[config.mk]
export PLATFORM = sky130hd
export DESIGN_NAME = idex_pipe
export DESIGN_NICKNAME = d
export VERILOG_FILES = /design/src/rtl/idex_pipe.sv
export SDC_FILE = /design/constraint.sdc
export NUM_CORES = 1
export LEC_CHECK = 0
export CORE_AREA = 5 5 142 144
export CTS_BUF_LIST = sky130_fd_sc_hd__clkbuf_2 sky130_fd_sc_hd__clkbuf_4 sky130_fd_sc_hd__clkbuf_8
export DETAILED_ROUTE_END_ITERATION = 10
export DIE_AREA = 0 0 147 149
export PLACE_DENSITY = 0.64
export SLEW_MARGIN = 20
export SYNTH_ARGS = -nofsm -noshare
export SYNTH_HDL_FRONTEND = slang
export SYNTH_SLANG_ARGS = --single-unit
[constraint.sdc]
create_clock -name i_clk -period 3.62 [get_ports i_clk]
set_clock_uncertainty 0.15 [all_clocks]
set_input_delay 0.543 -clock i_clk [delete_from_list [all_inputs] [get_ports i_clk]]
set_output_delay 0.543 -clock i_clk [all_outputs]
set_load 0.03 [all_outputs]
[src/rtl/idex_pipe.sv]
// ID/EX pipeline register with load-use hazard detection, flush and
// external stall handling.
//
// Optional build macro: IDEX_PERF_CNT_EN enables the bubble and flush
// performance counters. Without it, both counter ports read constant 0.
//
// Stall/hold semantics: o_idex_LoadUseStall is a combinational hold request
// to the upstream stages (PC and IF/ID keep their contents this cycle), while
// this stage inserts a bubble. i_idex_ExtStall freezes this stage entirely.
// i_idex_Flush kills whatever would enter EX and suppresses the hold request.
module idex_pipe (
    input  logic        i_clk,
    input  logic        i_rst,
    input  logic        i_idex_Valid,
    input  logic [31:0] i_idex_PC,
    input  logic [31:0] i_idex_Imm,
    input  logic [31:0] i_idex_Rs1Data,
    input  logic [31:0] i_idex_Rs2Data,
    input  logic [4:0]  i_idex_Rs1,
    input  logic [4:0]  i_idex_Rs2,
    input  logic [4:0]  i_idex_Rd,
    input  logic        i_idex_Rs1Used,
    input  logic        i_idex_Rs2Used,
    input  logic [3:0]  i_idex_AluOp,
    input  logic        i_idex_RegWrEn,
    input  logic        i_idex_MemWrEn,
    input  logic        i_idex_MemRdEn,
    input  logic        i_idex_Flush,
    input  logic        i_idex_ExtStall,
    output logic        o_idex_Valid,
    output logic [31:0] o_idex_PC,
    output logic [31:0] o_idex_Imm,
    output logic [31:0] o_idex_Rs1Data,
    output logic [31:0] o_idex_Rs2Data,
    output logic [4:0]  o_idex_Rs1,
    output logic [4:0]  o_idex_Rs2,
    output logic [4:0]  o_idex_Rd,
    output logic        o_idex_Rs1Used,
    output logic        o_idex_Rs2Used,
    output logic [3:0]  o_idex_AluOp,
    output logic        o_idex_RegWrEn,
    output logic        o_idex_MemWrEn,
    output logic        o_idex_MemRdEn,
    output logic        o_idex_LoadUseStall,
    output logic [31:0] o_idex_BubbleCnt,
    output logic [31:0] o_idex_FlushCnt
);

    logic ex_is_load;
    logic rs1_hit;
    logic rs2_hit;
    logic bubble_ins;

    // A live load in EX whose destination is read by the live ID instruction.
    // x0 is never a real destination, so it can never cause a stall.
    always_comb begin
        ex_is_load          = o_idex_Valid & o_idex_MemRdEn & o_idex_RegWrEn
                              & (o_idex_Rd != 5'd0);
        rs1_hit             = i_idex_Rs1Used & (i_idex_Rs1 == o_idex_Rd);
        rs2_hit             = i_idex_Rs2Used & (i_idex_Rs2 == o_idex_Rd);
        o_idex_LoadUseStall = ex_is_load & i_idex_Valid & (rs1_hit | rs2_hit)
                              & ~i_idex_Flush;
        bubble_ins          = o_idex_LoadUseStall & ~i_idex_ExtStall;
    end

    // Stage register: reset > flush > external stall > bubble > normal load.
    // Flush and bubble only zero the fields that can cause side effects;
    // the datapath fields keep their old value since nobody consumes them.
    always_ff @(posedge i_clk) begin
        if (i_rst) begin
            o_idex_Valid   <= 1'b0;
            o_idex_PC      <= '0;
            o_idex_Imm     <= '0;
            o_idex_Rs1Data <= '0;
            o_idex_Rs2Data <= '0;
            o_idex_Rs1     <= '0;
            o_idex_Rs2     <= '0;
            o_idex_Rd      <= '0;
            o_idex_Rs1Used <= 1'b0;
            o_idex_Rs2Used <= 1'b0;
            o_idex_AluOp   <= '0;
            o_idex_RegWrEn <= 1'b0;
            o_idex_MemWrEn <= 1'b0;
            o_idex_MemRdEn <= 1'b0;
        end else if (i_idex_Flush || (!i_idex_ExtStall && o_idex_LoadUseStall)) begin
            o_idex_Valid   <= 1'b0;
            o_idex_Rd      <= '0;
            o_idex_RegWrEn <= 1'b0;
            o_idex_MemWrEn <= 1'b0;
            o_idex_MemRdEn <= 1'b0;
        end else if (!i_idex_ExtStall) begin
            // Control bits are gated by valid so an empty slot is always inert.
            o_idex_Valid   <= i_idex_Valid;
            o_idex_PC      <= i_idex_PC;
            o_idex_Imm     <= i_idex_Imm;
            o_idex_Rs1Data <= i_idex_Rs1Data;
            o_idex_Rs2Data <= i_idex_Rs2Data;
            o_idex_Rs1     <= i_idex_Rs1;
            o_idex_Rs2     <= i_idex_Rs2;
            o_idex_Rd      <= i_idex_Rd;
            o_idex_Rs1Used <= i_idex_Rs1Used;
            o_idex_Rs2Used <= i_idex_Rs2Used;
            o_idex_AluOp   <= i_idex_AluOp;
            o_idex_RegWrEn <= i_idex_RegWrEn & i_idex_Valid;
            o_idex_MemWrEn <= i_idex_MemWrEn & i_idex_Valid;
            o_idex_MemRdEn <= i_idex_MemRdEn & i_idex_Valid;
        end
    end

`ifdef IDEX_PERF_CNT_EN
    logic [31:0] bubble_cnt;
    logic [31:0] flush_cnt;

    // Count inserted bubbles and applied flushes; both wrap naturally.
    always_ff @(posedge i_clk) begin
        if (i_rst) begin
            bubble_cnt <= '0;
            flush_cnt  <= '0;
        end else begin
            if (i_idex_Flush) begin
                flush_cnt <= flush_cnt + 32'd1;
            end
            if (bubble_ins) begin
                bubble_cnt <= bubble_cnt + 32'd1;
            end
        end
    end

    assign o_idex_BubbleCnt = bubble_cnt;
    assign o_idex_FlushCnt  = flush_cnt;
`else
    logic unused_bubble;
    assign unused_bubble    = bubble_ins;
    assign o_idex_BubbleCnt = '0;
    assign o_idex_FlushCnt  = '0;
`endif

endmodule

---- Word level (Yosys, flattened, before mapping) ----
Cells that the tools add are included.
word-level totals
  register bits ........................... 153
  input bits .............................. 157
  output and inout port bits .............. 218
  word-level logic and storage cells ...... 37
operators by class
  equality and inequality tests ........... 2
  bitwise gates (word level) .............. 15
  reduce and logical (&&, ||, !) cells .... 6
operators with widths
  kind                 count
  bitwise AND 1 bit    11
  equality test 5 bit  2
  nonzero test 5 bit   1
  NOT 1 bit            3
  AND reduction 2 bit  1
  OR reduction 2 bit   1
  logical AND 1 bit    1
  zero test 1 bit      1
  logical OR 1 bit     1
  OR 1 bit             1

---- Depth between registers and ports, before layout ----
  depth after elaboration ................. 10
  depth in mapped cells ................... 7
  depth with buffers taken out ............ 5

---- Least setup slack after synthesis ----
Ideal clock, no wire load.
  kind .................................... reg-to-output
  from .................................... register o_idex_Rd[4]
  to ...................................... output port o_idex_LoadUseStall
  arrival time ............................ 1.628 ns
  required time ........................... 2.927 ns
  slack ................................... 1.299 ns
  cell stages (with the launch flop) ...... 6
  buffers on the path ..................... 0
  path through ............................ dfxtp_1 -> xnor2_1 -> nand4_1 -> o22ai_1 -> nand2_1 -> nor2_1
between the ends
  word-level cells in the longest chain between the ends .. 5
  elaborated cells on any way between the ends .. 10
  those cells by class .................... eq/ne (2); bitwise (7); reduce/logical (1)
RTL lines
  element                                        line        RTL
  start, declared                                37          output logic [4:0] o_idex_Rd,
  start signal, assigned                         100         o_idex_Rd <= i_idex_Rd;
  equality test 5 bit (tied with other cells)    59          rs1_hit = i_idex_Rs1Used & (i_idex_Rs1 == o_idex_Rd);
  bitwise AND 1 bit (on tied branches)           59, 58, 60
  OR 1 bit or bitwise AND 1 bit (tied branches)  61          o_idex_LoadUseStall = ex_is_load & i_idex_Valid & (rs1_hit | rs2_hit)
  bitwise AND 1 bit (*)                          61
  bitwise AND 1 bit (*)                          62          & ~i_idex_Flush;
  end, declared                                  44          output logic o_idex_LoadUseStall,
Every way passes the cells marked *; elsewhere a longest branch is shown, timed or not.

---- Worst setup path after layout ----
  from .................................... input port i_idex_Valid
  to ...................................... output port o_idex_LoadUseStall
between the ends
  word-level cells in the longest chain between the ends .. 3
RTL lines
  element                         line  RTL
  start, declared                 14    input logic i_idex_Valid,
  bitwise AND 1 bit (2 in a row)  61
  bitwise AND 1 bit               62
No other way between the ends.

==> qor.txt <==
Post-Route Setup TNS: 0 ns
Die area: 21900 um^2
Switching share of power: 0.280
Hold Crit Class: reg2reg
DR pass1 iterations: 5
Achievable frequency: 311 MHz
CTS H-tree depth: 4
DR iter-0 viols: 112
Synth area leader: dfxtp_1
Synth Area per Inst: 12.2 um^2
Final nets: 886
Vias post-DR: 4364
CTS Buf Count: 17
CP Launch Type: primary input
Pwr Total: 3.92 mW
Sequential area share after synthesis: 0.587
Ant. Diodes: 0
Total Wirelength: 16.9 mm
Site Rows: 50
Hold_buf cts: 0
Synth top area cells: dfxtp_1 59%, a22o_1 25%, buf_4 9.2%
Logic pwr share: 0.189
Drt via density: 4.48
Number of antenna violations at the first check in global routing: 0
WL/cell: 17.4 um
Worst VDD drop: 0.209 mV
Clock Latency Late Sink: 0.42 ns
Number of synthesized register bits: 153
Die H: 149 um
Internal: 2.82 mW
Mapped Area: 5220 um^2
Finish-stage setup viols: 0
Top-level I/O count: 375
Max Cap Violations: 0
Static Leak: 3.41 nW
Placer Congestion: 0.797
Core area: 18600 um^2
Crit share post-route: 0.887
Die width: 147 um
Final Hold Fails: 0
Dpl hpwl: 12.6 mm
Vias in the first global route: 4489
Starting Density: 0.281
Total grt overflow: 0
Post-Syn Instances: 428
Most Frequent Cell on Critical Path: clkdlybuf4s50_1
Share of the synthesized area in the top cell type: 0.587
P_sw: 1.10 mW
Synth cell types: 18
I/O Buffers: 310
GRT Resource Usage Total: 0.146
Worst slew pin tran: 0.828 ns
Setup Fix Bufs, Post-CTS: 0
Setup WS pre-CTS: 0.369 ns
Endpoint class of the critical path: output port
PostCTS Resize Cnt: 0
Required @ worst endpoint: 2.93 ns
ANT nets after route: 0
Root Buffer: clkbuf_8
Fillers: 1663
Relative slew margins: 0.448
Seq pwr share: 0.462
Drt drc: 0
CTS tree: yes
Clk sinks: 153
First-pass GRT wire length: 25.5 mm
RSZ-0062 raised after global routing: no
CP max stage delay: 0.69 ns
Clock slew at reported path FFs: 0.08 ns
Outcome: finished, final reports clean
Largest net degree at the start of global routing: 145
Slew Limit Fails: 0
Crit path cell chain: clkdlybuf4s50_1, nand4_1, a21oi_1, nand2_1, nor2_1, clkdlybuf4s50_1
Yosys warns: 0
Tmin final: 3.21 ns
Layout area overhead: 67.4%
Pwr per Cell Area: 449 nW/um^2
Share of layout cells above drive strength 1: 0.0513
Clock share of power: 0.350
Kind of critical path: in2out
CP arrival: 2.52 ns
Max Buffers Root-to-Sink: 2
Final WS setup: 0.408 ns
Max stage delay cell, worst path: clkdlybuf4s50_1
Crit Path Max Fanout: 5
cells in the mapped netlist:
cell	instances
a2111oi_4	1
a21oi_1	1
a22o_1	150
a32o_1	3
buf_2	15
buf_4	64
clkbuf_1	16
conb_1	1
dfxtp_1	153
nand2_1	3
nand4_1	3
nor2_1	3
nor2b_1	1
nor3_1	1
nor3b_1	1
o22ai_1	1
o2bb2ai_1	1
xnor2_1	10
metrics by stage:
step	instance area (um^2)	hold slack, ns	cells	util
2_1_floorplan	5460	0.518	491	-
3_3_place_gp	8310	0.301	944	0.447
3_5_place_dp	8320	0.313	944	0.448
4_1_cts	8740	0.332	975	0.470
5_1_grt	8740	0.348	975	0.470
6_report	8740	0.332	975	0.470
state kept, by name, summed over array words and instances, names as in the netlist, 4 cells and up:
signal and cells:
o_idex_Imm 32, o_idex_PC 32, o_idex_Rs1Data 32, o_idex_Rs2Data 32
o_idex_Rd 5, o_idex_Rs1 5, o_idex_Rs2 5, o_idex_AluOp 4
cell families after synthesis:
| kind of cell | count (synthesis) | share of synthesized area |
|---|---|---|
| compound gates | 157 | 0.266 |
| flops | 153 | 0.587 |
| buf+inv | 95 | 0.118 |
| simple gates | 12 | 0.0115 |
| xor+xnor | 10 | 0.0168 |
| other cells | 1 | 0.000718 |
layer usage:
layer | wire length, um | global-route usage | part of all wire | vias to the layer above
li1 | - | - | - | 2077
met3 | 1710 | 0.0702 | 0.10 | 16
met4 | 307 | 0.0424 | 0.018 | 0
met5 | 0 | 0 | 0 | -
met1 | 6710 | 0.162 | 0.40 | 2024
met2 | 8200 | 0.249 | 0.48 | 247
worst max-delay path, delay by kind of cell:
| kind | cells | cell delay (ns) |
|---|---|---|
| buffers and inverters | 2 | 1.24 |
| and+or+nand+nor | 3 | 0.38 |
| AOI/OAI and AO/OA | 1 | 0.35 |
power groups by stage:
stage	Combinational (mW)	Sequential, mW	Clock [mW]
after detailed placement	0.739	1.85	0
after CTS	0.742	1.81	1.41
final	0.739	1.81	1.37
after floorplan	0.262	2.00	0
after global placement	0.736	1.85	0
after global routing	0.776	1.82	1.49
area by class of cell:
class / count / area [um^2] / share of cell area
well taps: 234 / 293 / 0.0335
flip-flops and latches: 153 / 3060 / 0.351
clock buffers: 19 / 255 / 0.0292
repair buffers: 314 / 3160 / 0.361
multi-input cells: 243 / 1800 / 0.206
clock inverters: 12 / 166 / 0.0190
path summary, 6_finish.rpt:
path / from / endpoint / slack [ns] / depth (start not counted)
min: o_idex_PC[6] / o_idex_PC[6] / 0.33 / 1
max reg2reg: o_idex_Rd[4] / o_idex_Imm[23] / 1.05 / 7
max: i_idex_Valid / o_idex_LoadUseStall / 0.41 / 6
min reg2reg: o_idex_PC[6] / o_idex_PC[6] / 0.33 / 1
cell usage in the layout (no fill, tap or decap), types with 2 or more instances in the layout:
cell type,n
buf_12,2
clkdlybuf4s50_1,310
nand4_1,3
bufinv_16,3
clkbuf_8,18
inv_6,3
xnor2_1,10
buf_4,2
nor2_1,3
a22o_1,150
a32o_1,3
conb_1,64
clkinv_4,4
clkinvlp_4,2
dfxtp_1,153
nand2_1,3
Note: power is estimated with default switching activity, not from simulation.
